`src/rtl/puzzle_pkg.sv`:
```
// Shared types and constants for the puzzle grid core: FSM states, LFSR constants, counter width.
package puzzle_pkg;

  typedef enum logic [1:0] {
    ST_IDLE     = 2'd0,
    ST_SCRAMBLE = 2'd1,
    ST_CHECK    = 2'd2
  } state_t;

  localparam logic [15:0] LFSR_RESET   = 16'hACE1;
  // Fibonacci taps for x^16+x^14+x^13+x^11+1 (bits 15,13,12,10), shifting toward the MSB.
  localparam logic [15:0] LFSR_TAPS    = 16'hB400;
  localparam int unsigned MOVE_COUNT_W = 16;

  function automatic logic [15:0] lfsr_next(input logic [15:0] v);
    return {v[14:0], ^(v & LFSR_TAPS)};
  endfunction

endpackage

```
`src/rtl/puzzle_lfsr16.sv`:
```
// 16-bit Fibonacci LFSR with synchronous seed load; a zero seed falls back to LFSR_RESET.
module puzzle_lfsr16
  import puzzle_pkg::*;
(
  input  logic        clk,
  input  logic        reset,
  input  logic        load,
  input  logic [15:0] seed,
  input  logic        step,
  output logic [15:0] value
);

  always_ff @(posedge clk or negedge reset) begin
    if (!reset) begin
      value <= LFSR_RESET;
    end else if (load) begin
      value <= (seed == 16'h0000) ? LFSR_RESET : seed;
    end else if (step) begin
      value <= lfsr_next(value);
    end
  end

endmodule

```
`src/rtl/puzzle_grid_core.sv`:
```
// Row/column increment puzzle grid with optional LFSR scramble.
// Scramble logic is compiled in only when PUZZLE_GRID_SCRAMBLE_EN is defined.
module puzzle_grid_core
  import puzzle_pkg::*;
#(
  parameter int unsigned GRID_N         = 4,
  parameter int unsigned CELL_BITS      = 2,
  parameter int unsigned SCRAMBLE_MOVES = 16,
  localparam int unsigned IW            = $clog2(GRID_N)
) (
  input  logic                              clk,
  input  logic                              reset,
  input  logic                              fire,
  input  logic                              sel_nrow,
  input  logic [IW-1:0]                     sel_idx,
  input  logic                              add_n,
  input  logic                              scramble_req,
  input  logic [15:0]                       seed,
  output logic [GRID_N*GRID_N*CELL_BITS-1:0] cell_state,
  output logic                              busy,
  output logic                              win,
  output logic                              sel_err,
  output logic [MOVE_COUNT_W-1:0]           move_count
);

  localparam int unsigned NCELL = GRID_N * GRID_N;

  logic [1:0]    rst_sync;
  logic          rst_n;
  state_t        state;
  logic          armed;
  logic          uniform;
  logic          scr_start;
  logic          user_ok;
  logic          mv_en;
  logic          mv_col;
  logic          mv_dec;
  logic [IW-1:0] mv_idx;
  logic [NCELL-1:0] eq;

  // Assert asynchronously, release on the second clock edge.
  always_ff @(posedge clk or negedge reset) begin
    if (!reset) rst_sync <= 2'b00;
    else        rst_sync <= {rst_sync[0], 1'b1};
  end
  assign rst_n = rst_sync[1];

`ifdef PUZZLE_GRID_SCRAMBLE_EN
  logic [15:0]   lfsr_value;
  logic [7:0]    scr_cnt;
  logic [IW-1:0] scr_raw;
  logic [IW-1:0] scr_idx;
  logic          scr_step;
  logic          unused_lfsr;

  assign scr_start   = (state == ST_IDLE) && scramble_req;
  assign scr_step    = (state == ST_SCRAMBLE);
  assign scr_raw     = lfsr_value[IW:1];
  assign scr_idx     = (32'(scr_raw) >= GRID_N) ? IW'(32'(scr_raw) - GRID_N) : scr_raw;
  assign unused_lfsr = ^lfsr_value[15:IW+1];

  puzzle_lfsr16 u_lfsr (
    .clk   (clk),
    .reset (rst_n),
    .load  (scr_start),
    .seed  (seed),
    .step  (scr_step),
    .value (lfsr_value)
  );
`else
  logic unused_scr;
  assign scr_start  = 1'b0;
  assign unused_scr = ^{scramble_req, seed};
`endif

  assign user_ok = (32'(sel_idx) < GRID_N);

  // Select the move applied this cycle: a user move in IDLE or an LFSR move in SCRAMBLE.
  always_comb begin
    mv_en  = 1'b0;
    mv_col = sel_nrow;
    mv_idx = sel_idx;
    mv_dec = add_n;
    if (state == ST_IDLE && !scr_start && fire && user_ok) mv_en = 1'b1;
`ifdef PUZZLE_GRID_SCRAMBLE_EN
    if (state == ST_SCRAMBLE) begin
      mv_en  = 1'b1;
      mv_col = lfsr_value[0];
      mv_idx = scr_idx;
      mv_dec = 1'b0;
    end
`endif
  end

  for (genvar r = 0; r < GRID_N; r++) begin : g_row
    for (genvar c = 0; c < GRID_N; c++) begin : g_col
      localparam int unsigned K = r * GRID_N + c;
      logic [CELL_BITS-1:0] q;
      logic                 hit;

      assign hit = mv_col ? (32'(mv_idx) == 32'(c)) : (32'(mv_idx) == 32'(r));

      always_ff @(posedge clk or negedge rst_n) begin
        if (!rst_n)             q <= '0;
        else if (mv_en && hit)  q <= mv_dec ? q - CELL_BITS'(1) : q + CELL_BITS'(1);
      end

      assign cell_state[K*CELL_BITS +: CELL_BITS] = q;
      assign eq[K] = (q == cell_state[CELL_BITS-1:0]);
    end
  end

  assign uniform = &eq;

  always_ff @(posedge clk or negedge rst_n) begin
    if (!rst_n) begin
      state      <= ST_IDLE;
      busy       <= 1'b0;
      win        <= 1'b0;
      sel_err    <= 1'b0;
      armed      <= 1'b0;
      move_count <= '0;
`ifdef PUZZLE_GRID_SCRAMBLE_EN
      scr_cnt    <= 8'd0;
`endif
    end else begin
      sel_err <= 1'b0;
      case (state)
        ST_IDLE: begin
          if (scr_start) begin
            move_count <= '0;
            win        <= 1'b0;
            busy       <= 1'b1;
            state      <= ST_SCRAMBLE;
`ifdef PUZZLE_GRID_SCRAMBLE_EN
            scr_cnt    <= 8'd0;
`endif
          end else if (fire) begin
            if (user_ok) begin
              if (move_count != '1) move_count <= move_count + MOVE_COUNT_W'(1);
              armed <= 1'b1;
              state <= ST_CHECK;
            end else begin
              sel_err <= 1'b1;
            end
          end
        end
`ifdef PUZZLE_GRID_SCRAMBLE_EN
        ST_SCRAMBLE: begin
          scr_cnt <= scr_cnt + 8'd1;
          if (scr_cnt == 8'(SCRAMBLE_MOVES - 1)) begin
            busy  <= 1'b0;
            armed <= 1'b1;
            state <= ST_CHECK;
          end
        end
`endif
        ST_CHECK: begin
          win   <= uniform && armed;
          state <= ST_IDLE;
        end
        default: state <= ST_IDLE;
      endcase
    end
  end

endmodule

```
`config.mk`:
```
export PLATFORM = sky130hd
export DESIGN_NAME = puzzle_grid_core
export DESIGN_NICKNAME = d
export VERILOG_FILES = /design/src/rtl/puzzle_pkg.sv /design/src/rtl/puzzle_lfsr16.sv /design/src/rtl/puzzle_grid_core.sv
export SDC_FILE = /design/constraint.sdc
export NUM_CORES = 1
export LEC_CHECK = 0
export ABC_CLOCK_PERIOD_IN_PS = 2200
export BUFFER_PORTS_ARGS = -buffer_cell sky130_fd_sc_hd__buf_2
export CORE_UTILIZATION = 40
export CTS_CLUSTER_DIAMETER = 200
export DETAILED_ROUTE_END_ITERATION = 8
export HOLD_SLACK_MARGIN = 0.12
export PLACE_DENSITY = 0.61
export REMOVE_ABC_BUFFERS = 1
export SYNTH_ARGS = -nofsm -noshare
export SYNTH_HDL_FRONTEND = slang
export SYNTH_HIERARCHICAL = 1
export SYNTH_SLANG_ARGS = --single-unit
```
`constraint.sdc`:
```
create_clock -name clk -period 2.2 [get_ports clk]
set_input_delay 0.66 -clock clk [delete_from_list [all_inputs] [get_ports clk]]
set_output_delay 0.66 -clock clk [all_outputs]
set_load 0.01 [all_outputs]
```
# Word-level counts from Yosys, hierarchy flattened
# Index checks and enable logic that the tools add are counted.
# word_totals
reg_bits,54
in_bits,24
output_inout_bits,51
wordCells,129
# op_classes
add_sub_neg,33
n_eq_ne,21
mux,31
n_reduce_logical,23
# ops
op,n
two-way mux 2 bit,18
"adder 2 x 1 -> 2 bit, second input constant",16
"subtractor 2 x 1 -> 2 bit, second input constant",16
equality test 2 bit,15
logical AND 1 bit,18
"adder 16 x 1 -> 16 bit, second input constant",1
"!= test 16 bit, second input constant",1
AND reduction 15 bit,1
two-way mux 1 bit,13
"equality test 2 bit, second input constant",3
logical NOT 2 bit,2
AND reduction 3 bit,1
"equality test 2 x 1 -> 1 bit, second input constant",1
"!= test 2 bit, second input constant",1
AND reduction 2 bit,1

# Logic depth before layout (Yosys ltp)
# depth
depth_word,4
mapped_depth,6
depth_no_buf,5

# Worst setup path after synthesis
# No wires, ideal clock.
# synth_path
path_type,input port to flip-flop
startpoint,input port fire
endpoint,register move_count[13]
setup_ps,80
t_arrival_ps,1662
t_required_ps,2120
setup_slack_ps,458
cell_stages,5
path_buffers,1
cell_sequence,nand2b_1 -> clkbuf_1 -> or3_1 -> nor4_1 -> xnor2_1
# synth_via
elab_chain_len,1
# synth_rtl
item,line,source
start: declaration,puzzle_grid_core.sv:13,"input logic fire,"
AND reduction 3 bit (no line),-,
end signal: assignment,puzzle_grid_core.sv:140,if (move_count != '1) move_count <= move_count + MOVE_COUNT_W'(1);
end: declaration,puzzle_grid_core.sv:23,output logic [MOVE_COUNT_W-1:0] move_count
# No other way between the ends.
# A chain may end at the register's enable or synchronous reset.

# Final worst setup path
# layout_path
startpoint,register g_row[0].g_col[0].q[0]
endpoint,register win
# layout_via
elab_chain_len,3
elab_cells_between_ends,17
cone_classes,eq/ne (15); reduce/logical (2)
# layout_rtl
item,line,source
start: declaration,puzzle_grid_core.sv:98,logic [CELL_BITS-1:0] q;
start signal: assignment,puzzle_grid_core.sv:105,else if (mv_en && hit) q <= mv_dec ? q - CELL_BITS'(1) : q + CELL_BITS'(1);
equality test 2 bit,puzzle_grid_core.sv:109,assign eq[K] = (q == cell_state[CELL_BITS-1:0]);
AND reduction 15 bit *,puzzle_grid_core.sv:113,assign uniform = &eq;
logical AND 1 bit *,puzzle_grid_core.sv:159,win <= uniform && armed;
end signal: assignment,puzzle_grid_core.sv:159,
end: declaration,puzzle_grid_core.sv:21,"output logic win,"
# Every way passes the cells marked *; elsewhere a longest branch is shown, timed or not.

==> results.json <==
{
  "final_antenna_net_count": 0,
  "core_region_area_sq_um": 6390,
  "chipWidth_um": 83.6,
  "final_layout_size_suffix_gt1_frac": 0.261,
  "worst-endpoint-arrival_ps": 2040,
  "worst_clock_skew_ps": 8.73,
  "drt-wirelength-per-cell_um": 14.3,
  "synth.avg_cell_area_sq_um": 10.9,
  "final.setup.tns_ps": 0,
  "rsz0062_at_grt": "false",
  "tritoncts": "built",
  "crit-reg2reg-capture": "win",
  "grtUsageTotal": 0.166,
  "global_route_wire_length_before_repair_um": 9310,
  "post-place-cells": 374,
  "synth_enable_flop_cells": 0,
  "largest_net_degree_at_the_start_of_global_routing": 21,
  "multi_input_combinational_cell_area_sq_um": 1270,
  "final.hold.worst_slack_ps": 217,
  "timing.critical_path.required_ps": 2420,
  "final_nets": 330,
  "tritoncts.num_buffers": 5,
  "cts-resized-gates": 0,
  "clkSinkCount": 53,
  "r2r_start": "g_row[0].g_col[0].q[0]",
  "power.static_leakage_nw": 1.41,
  "antenna_cells": 0,
  "total_wire_length_um": 5460,
  "period_minus_slack_ps": 1820,
  "drc_errors": 0,
  "most_frequent_standard_cell_in_the_layout_excluding_fill_and_tap_cells": "buf_2",
  "clock_slew_at_the_register_clock_pins_of_the_worst_setup_and_hold_paths_ps": 100,
  "instances_no_fill": 383,
  "timing_worst_setup_path_type": "reg2reg",
  "end_kind": "register",
  "timing.reg2reg.worst_path_depth": 4,
  "synth_top_family_by_area": "XOR/XNOR gates",
  "result_of_the_run": "finished, final reports clean",
  "post_synth_mux_area_share": 0.0207,
  "cts_root_buf": "clkbuf_8",
  "drt_first_pass_iters": 5,
  "worstSkewPairLatency_ps": 310,
  "grt_pass1_vias": 1887,
  "max_slew_margin": 0.653,
  "yosys.area_share.adder": 0.00470,
  "xor_xnor_portion_of_the_synthesized_cell_area": 0.214,
  "synth_compound_gate_area_share": 0.0287,
  "initial_utilization": 0.417,
  "netlist_cell_types": 41,
  "die_y_um": 83.6,
  "timing.final.hold_violations": 0,
  "reg2reg_setup_slack_ps": 380,
  "async_flop_share": 1.00,
  "yosys.area_share.simple": 0.205,
  "final-setup-viol-count": 0,
  "max_slew.worst_pin.slew_ps": 516,
  "fillerInstances": 611,
  "top_level_ports": 75,
  "area_growth_syn_to_layout_pct": 18.8,
  "via_count": 1959,
  "synth.yosys.seq_area_share": 0.498,
  "synth.ff_latch_count": 53,
  "drt_first_iter_violations": 84,
  "vias_per_cell": 5.11,
  "grt_antenna_before_repair": 0,
  "hold_path.class": "reg2async",
  "fmaxAchievable_ghz": 0.548,
  "port_buffers": 55,
  "powerDensity_nw_per_um2": 1250,
  "core.rowCount": 29,
  "yosys_warnings": 6,
  "most-common-layout-cells": "55 x buf_2, 52 x dfrtp_1, 35 x xor2_1",
  "netlist_instances": 245,
  "vdd_drop_max_mv": 0.715,
  "grt_overflow_total": 0,
  "cts-htree-levels": 2,
  "cap_viol_max_count": 0,
  "fin_crit_sh": 0.829,
  "die_area_sq_um": 6980,
  "place.gp.congestion": 0.801,
  "synth_flop_cell": "dfrtp_1",
  "cp_max_fo": 11,
  "regArea_sq_um": 1330,
  "synthesis.area_sq_um": 2660,
  "detailedPlacementHpwl_um": 3970,
  "critPathLaunchType": "register",
  "drv_slew": 0,
  "cts.path.max_buffers": 2
}
[state kept, by name, summed over array words and instances, names as in the netlist]
name           flops
move_count        16
armed              1
win                1
rst_sync           2
state              1
g_row.g_col.q     32
[power by group]
group / leakage, nW / total, mW / switching [mW] / internal [mW]
logic: 0.724 / 1.32 / 0.634 / 0.687
clock network: 0.0574 / 0.701 / 0.331 / 0.370
registers: 0.632 / 1.94 / 0.571 / 1.36
total: 1.41 / 3.96 / 1.54 / 2.42
[kinds of logic (layout without fill, tap and decap cells)]
group,after synthesis,in the layout
adder cells (fa/ha/maj),1,1
other,2,3
flip-flops,53,53
AO/OA/AOI/OAI,11,11
XOR/XNOR,65,65
buffers and inverters,13,73
AND/OR/NAND/NOR,95,95
multiplexers,5,5
[how the worst max path moves through the flow]
stage / start / to / slack (ps) / depth (start not counted)
after CTS: g_row[0].g_col[0].q[0] / win / 350 / 4
final: g_row[0].g_col[0].q[0] / win / 380 / 4
after global placement: sel_idx[0] / g_row[1].g_col[2].q[1] / 260 / 5
after floorplan: fire / move_count[13] / 360 / 4
after detailed placement: sel_idx[0] / g_row[1].g_col[2].q[1] / 240 / 5
after global routing: g_row[0].g_col[0].q[0] / win / 250 / 4
[synthesized netlist by cell type (2+ instances only)]
cell type	count	area (sq um)
nand3b_1	2	15.0
and2_1	2	12.5
a31oi_1	2	12.5
buf_4	2	15.0
a21oi_1	4	20.0
nand2b_1	4	25.0
mux2i_1	4	40.0
dfrtp_1	53	1330
nor3_1	13	65.1
or4_1	5	37.5
or3_1	2	12.5
nor2_1	12	45.0
buf_2	3	15.0
xnor2_1	30	263
clkbuf_1	4	15.0
nand4_1	12	75.1
xor2_1	35	307
o21ai_0	2	10.0
conb_1	2	7.51
nand3_1	16	80.1
nand2_1	12	45.0
nor4_1	5	31.3
[critical path, cell delays in order (launching register included)]
cell and delay [ps]:
dfrtp_1 540, or4_1 560, mux2i_1 170, nand4_1 140, o41ai_2 320
[routing by layer]
metal | GRT usage | vias to the layer above | share of wire
met1 | 0.230 | 956 | 0.49
met3 | 0.0346 | 4 | 0.041
met5 | 0 | - | 0
met2 | 0.265 | 43 | 0.47
li1 | - | 956 | -
met4 | 0.0462 | 0 | 0.0077
[what timing repair did]
action                                 in CTS  in global routing
setup endpoints to repair                   0                  0
hold buffers                                1                  0
buffers inserted                            0                  0
endpoints found under the hold margin       2                  0
[stage by stage]
stage / power [mW] / util / setup slack, ps / instance area [sq um]
after floorplan: 2.67 / - / 364 / 2610
after global placement: 3.27 / 0.475 / 260 / 3030
after detailed placement: 3.30 / 0.475 / 242 / 3030
after CTS: 4.00 / 0.495 / 354 / 3160
after global routing: 4.25 / 0.495 / 255 / 3160
final: 3.96 / 0.495 / 376 / 3160
[cell type report]
cell class,instances,share of cell area
Clock inverter,2,0.0119
Inverter,2,0.00238
Timing Repair Buffer,63,0.107
Sequential cell,53,0.420
Multi-Input combinational cell,180,0.402
Tap cell,77,0.0305
Clock buffer,6,0.0261
Power figures use the tool's default switching activity.
